$ cat src/rtl/nv_nvdla_glb_csb_pkg.sv
`default_nettype none
// ============================================================================
//  Module      : nv_nvdla_glb_csb_pkg
//  Description : Shared widths, packet field positions and helpers for the
//                GLB CSB request pipe.
//  Revision    : 1.0
// ============================================================================
package nv_nvdla_glb_csb_pkg;

  localparam int REQ_PD_W       = 63;
  localparam int RESP_PD_W      = 34;

  localparam int REQ_ADDR_LSB   = 0;
  localparam int REQ_ADDR_W     = 22;
  localparam int REQ_WDAT_LSB   = 22;
  localparam int REQ_WDAT_W     = 32;
  localparam int REQ_WRITE_BIT  = 54;
  localparam int REQ_NPOSTED_BIT = 55;
  localparam int REQ_SRCPRIV_BIT = 56;
  localparam int REQ_WRBE_LSB   = 57;
  localparam int REQ_WRBE_W     = 4;
  localparam int REQ_LEVEL_LSB  = 61;
  localparam int REQ_LEVEL_W    = 2;

  localparam int RESP_RDAT_LSB  = 0;
  localparam int RESP_RDAT_W    = 32;
  localparam int RESP_ERROR_BIT = 32;
  localparam int RESP_IS_WR_BIT = 33;

  localparam logic RESP_ID_RD   = 1'b0;
  localparam logic RESP_ID_WR   = 1'b1;

  // Reads and non-posted writes both expect a response and so consume credit.
  function automatic logic req_is_nonposted(input logic [REQ_PD_W-1:0] pd);
    return ~pd[REQ_WRITE_BIT] | pd[REQ_NPOSTED_BIT];
  endfunction

endpackage
`default_nettype wire

$ cat src/rtl/nv_nvdla_glb_csb_fifo.sv
`default_nettype none
// ============================================================================
//  Module      : nv_nvdla_glb_csb_fifo
//  Description : Flop-array FIFO with registered storage and no bypass path.
//  Revision    : 1.0
// ============================================================================
module nv_nvdla_glb_csb_fifo #(
  parameter int DEPTH = 4,
  parameter int WIDTH = 63
) (
  input  logic                     clk,
  input  logic                     rst_n,
  input  logic                     i_push,
  input  logic [WIDTH-1:0]         i_push_data,
  input  logic                     i_pop,
  output logic [WIDTH-1:0]         o_head,
  output logic                     o_full,
  output logic                     o_empty,
  output logic [$clog2(DEPTH):0]   o_count
);

  localparam int AW = $clog2(DEPTH);
  localparam logic [AW:0] C_FULL_CNT = (AW+1)'(DEPTH);

  logic [WIDTH-1:0] r_mem [DEPTH];
  logic [AW-1:0]    r_wr_ptr;
  logic [AW-1:0]    r_rd_ptr;
  logic [AW:0]      r_count;
  logic             w_push;
  logic             w_pop;

  assign o_full  = (r_count == C_FULL_CNT);
  assign o_empty = (r_count == '0);
  assign o_count = r_count;
  assign o_head  = r_mem[r_rd_ptr];
  assign w_push  = i_push & ~o_full;
  assign w_pop   = i_pop & ~o_empty;

  generate
    for (genvar gi = 0; gi < DEPTH; gi++) begin : g_mem
      always_ff @(posedge clk or negedge rst_n) begin
        if (!rst_n) begin
          r_mem[gi] <= '0;
        end else if (w_push && (r_wr_ptr == AW'(gi))) begin
          r_mem[gi] <= i_push_data;
        end
      end
    end
  endgenerate

  // Power-of-two depth lets the pointers wrap by natural overflow.
  always_ff @(posedge clk or negedge rst_n) begin
    if (!rst_n) begin
      r_wr_ptr <= '0;
      r_rd_ptr <= '0;
      r_count  <= '0;
    end else begin
      if (w_push) r_wr_ptr <= r_wr_ptr + 1'b1;
      if (w_pop)  r_rd_ptr <= r_rd_ptr + 1'b1;
      case ({w_push, w_pop})
        2'b10:   r_count <= r_count + 1'b1;
        2'b01:   r_count <= r_count - 1'b1;
        default: r_count <= r_count;
      endcase
    end
  end

endmodule
`default_nettype wire

$ cat src/rtl/nv_nvdla_glb_csb_req_pipe.sv
`default_nettype none
// ============================================================================
//  Module      : nv_nvdla_glb_csb_req_pipe
//  Description : CSB request buffer with outstanding-response credit metering
//                and a registered response return path.
//  Revision    : 1.0
// ============================================================================
module nv_nvdla_glb_csb_req_pipe
  import nv_nvdla_glb_csb_pkg::*;
#(
  parameter int DEPTH     = 4,
  parameter int MAX_OUTST = 2
) (
  input  logic                     nvdla_core_clk,
  input  logic                     nvdla_core_rstn,
  input  logic                     csb2glb_req_pvld,
  output logic                     csb2glb_req_prdy,
  input  logic [REQ_PD_W-1:0]      csb2glb_req_pd,
  output logic                     csb2gec_req_pvld,
  input  logic                     csb2gec_req_prdy,
  output logic [REQ_PD_W-1:0]      csb2gec_req_pd,
  input  logic                     gec2csb_resp_valid,
  input  logic [RESP_PD_W-1:0]     gec2csb_resp_pd,
  output logic                     glb2csb_resp_valid,
  output logic [RESP_PD_W-1:0]     glb2csb_resp_pd,
  output logic [$clog2(DEPTH):0]   req_occupancy,
  output logic [3:0]               outst_cnt,
  output logic                     resp_unexpected
);

  localparam logic [3:0] C_MAX_OUTST = 4'(MAX_OUTST);

  logic                  r_alive;
  logic [3:0]            r_outst;
  logic                  r_unexp;
  logic                  r_resp_valid;
  logic [RESP_PD_W-1:0]  r_resp_pd;

  logic                  w_full;
  logic                  w_empty;
  logic [REQ_PD_W-1:0]   w_head;
  logic                  w_head_np;
  logic                  w_push;
  logic                  w_pop;
  logic                  w_issue_np;

  nv_nvdla_glb_csb_fifo #(
    .DEPTH (DEPTH),
    .WIDTH (REQ_PD_W)
  ) u_fifo (
    .clk         (nvdla_core_clk),
    .rst_n       (nvdla_core_rstn),
    .i_push      (w_push),
    .i_push_data (csb2glb_req_pd),
    .i_pop       (w_pop),
    .o_head      (w_head),
    .o_full      (w_full),
    .o_empty     (w_empty),
    .o_count     (req_occupancy)
  );

  // Ready stays low until the first clock after reset release.
  assign csb2glb_req_prdy = r_alive & ~w_full;
  assign w_push           = csb2glb_req_pvld & csb2glb_req_prdy;

  assign w_head_np        = req_is_nonposted(w_head);
  assign csb2gec_req_pvld = ~w_empty & (~w_head_np | (r_outst < C_MAX_OUTST));
  assign csb2gec_req_pd   = w_head;
  assign w_pop            = csb2gec_req_pvld & csb2gec_req_prdy;
  assign w_issue_np       = w_pop & w_head_np;

  assign outst_cnt          = r_outst;
  assign resp_unexpected    = r_unexp;
  assign glb2csb_resp_valid = r_resp_valid;
  assign glb2csb_resp_pd    = r_resp_pd;

  always_ff @(posedge nvdla_core_clk or negedge nvdla_core_rstn) begin
    if (!nvdla_core_rstn) begin
      r_alive <= 1'b0;
    end else begin
      r_alive <= 1'b1;
    end
  end

  // A stray response at zero credit saturates rather than wrapping.
  always_ff @(posedge nvdla_core_clk or negedge nvdla_core_rstn) begin
    if (!nvdla_core_rstn) begin
      r_outst <= '0;
      r_unexp <= 1'b0;
    end else begin
      if (w_issue_np && !gec2csb_resp_valid) begin
        r_outst <= r_outst + 1'b1;
      end else if (!w_issue_np && gec2csb_resp_valid && (r_outst != '0)) begin
        r_outst <= r_outst - 1'b1;
      end
      if (gec2csb_resp_valid && (r_outst == '0)) begin
        r_unexp <= 1'b1;
      end
    end
  end

  always_ff @(posedge nvdla_core_clk or negedge nvdla_core_rstn) begin
    if (!nvdla_core_rstn) begin
      r_resp_valid <= 1'b0;
      r_resp_pd    <= '0;
    end else begin
      r_resp_valid <= gec2csb_resp_valid;
      if (gec2csb_resp_valid) begin
        r_resp_pd <= gec2csb_resp_pd;
      end
    end
  end

endmodule
`default_nettype wire

$ cat config.mk
export PLATFORM = sky130hd
export DESIGN_NAME = nv_nvdla_glb_csb_req_pipe
export DESIGN_NICKNAME = d
export VERILOG_FILES = /design/src/rtl/nv_nvdla_glb_csb_pkg.sv /design/src/rtl/nv_nvdla_glb_csb_fifo.sv /design/src/rtl/nv_nvdla_glb_csb_req_pipe.sv
export SDC_FILE = /design/constraint.sdc
export NUM_CORES = 1
export LEC_CHECK = 0
export ABC_AREA = 1
export BUFFER_PORTS_ARGS = -buffer_cell sky130_fd_sc_hd__buf_2
export CAP_MARGIN = 20
export CORE_MARGIN = 2
export CORE_UTILIZATION = 33
export DETAILED_ROUTE_END_ITERATION = 12
export SYNTH_ARGS = -nofsm -noshare
export SYNTH_HDL_FRONTEND = slang
export SYNTH_SLANG_ARGS = --single-unit
$ cat constraint.sdc
create_clock -name nvdla_core_clk -period 3.2 [get_ports nvdla_core_clk]
set_input_delay 0.64 -clock nvdla_core_clk [delete_from_list [all_inputs] [get_ports nvdla_core_clk]]
set_output_delay 0.64 -clock nvdla_core_clk [all_outputs]
set_load 0.05 [all_outputs]
==> results.toml <==
[run_status]
run_status = "complete, no violations"

[yosys]
yosys.area_share.xor_xnor_pct = 0.373
synth.net_count = 1248
ys_seq_area_share_pct = 53.3
yosysWarnings = 0
synth_fa_ha_area_share_pct = 0.906
synth_area_leaders = "dfrtp_1 53%, mux2_4 19%, mux2_2 5.9%, o21ai_0 4.5%, nand2_1 3.6%"
synth-simple-area-share_pct = 8.16
syn_avg_cell_area_um2 = 12.4
ys_seq_elements = 300
ys_types = 32
synth-compound-area-share_pct = 7.64
synthMuxAreaShare_pct = 24.5
synth_area_um2 = 14100
synth_edf_count = 0
synth_top_family_by_area = "multiplexers"
synthFlopType = "dfrtp_1"
synthCells = 1137
async_flop_share_pct = 100
synth_top_cell_area_share_pct = 53.3
yosys.area.top_type = "dfrtp_1"

[setup_path]
worst_r2r_path_depth = 17
crit_fanout = 33
r2r-start = "u_fifo.r_rd_ptr[0]$_DFFE_PN0P_"
cp.depth = 5
slowest_stage = "dfrtp_4"
cp_num_buf_inv = 3
crit_required_ns = 2.56
path_cells = "inv_2, buf_4, o21ai_0, o22ai_1, buf_2"
end_kind = "primary output"
startpoint_type = "flop"
crit_path_start = "u_fifo.r_rd_ptr[1]$_DFFE_PN0P_"
reg2reg_to = "outst_cnt[3]$_DFFE_PN0P_"
timing.critical_path.to = "csb2gec_req_pd[44]"
path_delay_family = "buffers and inverters"
crit_type = "flop to primary output"
rrSetupSlack_ns = 0.54
cp.arrival_ns = 2.40
critPathMaxStageDelay_ns = 0.62

[drt]
drt_first_pass_iters = 4
ant_nets = 0
wl_um = 33200
wl_per_cell_um = 17.5
drt_iter0_drc = 498
routed-via-count = 9278
drc_errors = 0
viasPerCell = 4.88

[clocking]
clk_pin_slew_ns = 0.06
cts_resized = 1
clk_latency_ns = 0.52
cts_made_buffers = 36
cts.sinks = 300
cts_setup_buffers = 0
root_buffer = "clkbuf_16"
h-tree-depth = 2
tritoncts = "done"
hold_buffers = 0
clock_path_buffers = 3

[sta]
max_freq_mhz = 329
tns_ns = 0
worst_pin_slew_ns = 0.717
final-hold-violation-count = 0
maxSlewHeadroom_pct = 52.2
min_period_ns = 3.04
finalCritPeriodShare_pct = 95.0
fin_skew_ns = 0.0136
finalHoldWorstSlack_ns = 0.119
rsz0062_at_grt = "no"
finalSetupViolCount = 0
slew_viol_final = 0

[place]
gp_congestion = 0.746
placed_cell_area_um2 = 15500
port_buffers = 209
hpwlAfterDp_um = 20000

[floorplanning]
die_y_um = 211
dieArea_um2 = 44400
dieWidth_um = 211
start_util_pct = 33.5
rows = 75
core_um2 = 42000
io_pins = 210

[global_routing]
grt.total_usage_pct = 15.1
grt_max_degree = 84
grt_pass1_wl_um = 53400
grt_pass1_vias = 9467
antenna_found_initial = 2
grt.overflow.total = 0

[power]
power_density_nw_per_um2 = 1230
p_int_w = 0.0116
power_switching_w = 0.00892
comb_power_share_pct = 48.9
p_leak_nw = 7.88
peakVddDrop_v = 0.000510
seq_power_share_pct = 31.8
switching_share_pct = 43.5
p_clk_share_pct = 19.3

[layout]
multi_input_area_um2 = 5860
synthToLayoutAreaGrowth_pct = 18.4
regArea_um2 = 7510
drive_above_1_share_pct = 40.6
final_cell_area_um2 = 16700
finalNetCount = 1448
fill_cells = 4058

[flow_run]
max_cap_violations = 0

[min_path]
min_path_type = "primary input to async pin"
## cells in the final DEF, fill, tap and decap left out, types with 2 or more instances in the layout
| cell type | n |
|---|---|
| clkbuf_16 | 37 |
| a21oi_1 | 3 |
| clkbuf_8 | 8 |
| clkbuf_1 | 6 |
| nand3_1 | 9 |
| xor2_1 | 5 |
| buf_4 | 13 |
| nand2_1 | 135 |
| buf_2 | 208 |
| ha_1 | 7 |
| o22ai_1 | 61 |
| dfrtp_4 | 2 |
| mux2_2 | 74 |
| dfrtp_1 | 298 |
| mux2_4 | 174 |
| fa_1 | 2 |
| buf_12 | 11 |
| nor2_8 | 4 |
| nor2_1 | 126 |
| clkinv_2 | 7 |
| o21ai_0 | 128 |
| inv_1 | 24 |
## routing by layer
| layer | wire (µm) | track usage [%] | vias to the layer above | share of wire, % |
|---|---|---|---|---|
| li1 | - | - | 4300 | - |
| met1 | 15600 | 21.0 | 4679 | 47 |
| met2 | 14600 | 22.7 | 244 | 44 |
| met3 | 2240 | 4.70 | 51 | 6.7 |
| met4 | 674 | 4.25 | 4 | 2.0 |
| met5 | 24 | 0 | - | 0.072 |
## cell type report
cell class,count,share of cell area (%)
clock inverters,11,0.540
repair buffers,234,8.30
diodes,1,0.0150
multi-input cells,738,35.1
clock buffers,51,6.34
inverters,27,0.622
flip-flops and latches,300,45.0
well taps,539,4.04
## stage by stage
step,std cells,utilization [%],setup slack [ns],total power [W]
after floorplan,1137,-,0.602,0.0143
after detailed placement,1838,36.9,0.505,0.0166
final,1901,39.7,0.159,0.0205
after global placement,1838,36.9,0.594,0.0165
after global routing,1900,39.7,0.0342,0.0218
after CTS,1900,39.7,0.131,0.0208
## registers in the layout, indices dropped and copies added (netlist names)
signal	count
u_fifo.r_rd_ptr	2
u_fifo.r_mem	252
r_alive	1
u_fifo.o_count	3
resp_unexpected	1
glb2csb_resp_pd	34
glb2csb_resp_valid	1
u_fifo.r_wr_ptr	2
outst_cnt	4
## power by group through the flow
stage                     logic, W  registers, W  clock network [W]
after floorplan            0.00779       0.00652                  0
after global placement     0.00999       0.00649                  0
after detailed placement    0.0101       0.00651                  0
after CTS                   0.0101       0.00650            0.00412
after global routing        0.0108       0.00674            0.00427
final                       0.0100       0.00652            0.00397
## worst min-delay path by stage
stage	endpoint	depth (start not counted)
final	glb2csb_resp_pd[14]$_DFFE_PN0P_	1
after global placement	glb2csb_resp_pd[15]$_DFFE_PN0P_	2
after detailed placement	glb2csb_resp_pd[3]$_DFFE_PN0P_	2
after global routing	glb2csb_resp_pd[14]$_DFFE_PN0P_	1
after CTS	glb2csb_resp_pd[14]$_DFFE_PN0P_	1
after floorplan	glb2csb_resp_pd[0]$_DFFE_PN0P_	0
## Yosys cell counts, types with 3 or more instances
library cell,n
a21oi_1,3
buf_12,18
buf_2,8
buf_6,6
clkbuf_1,36
dfrtp_1,300
ha_1,7
inv_1,25
mux2_2,74
mux2_4,174
nand2_1,135
nand3_1,9
nor2_1,126
nor2_8,4
o21ai_0,128
o22ai_1,61
xor2_1,5
## logic make-up after synthesis
logic type | count (synthesis)
AOI/OAI and AO/OA | 196
xor gates and xnor gates | 6
adders and majority gates | 9
buffers and inverters | 99
DFF | 300
muxes | 248
other | 1
and+or+nand+nor | 278
Power figures use the tool's default switching activity.
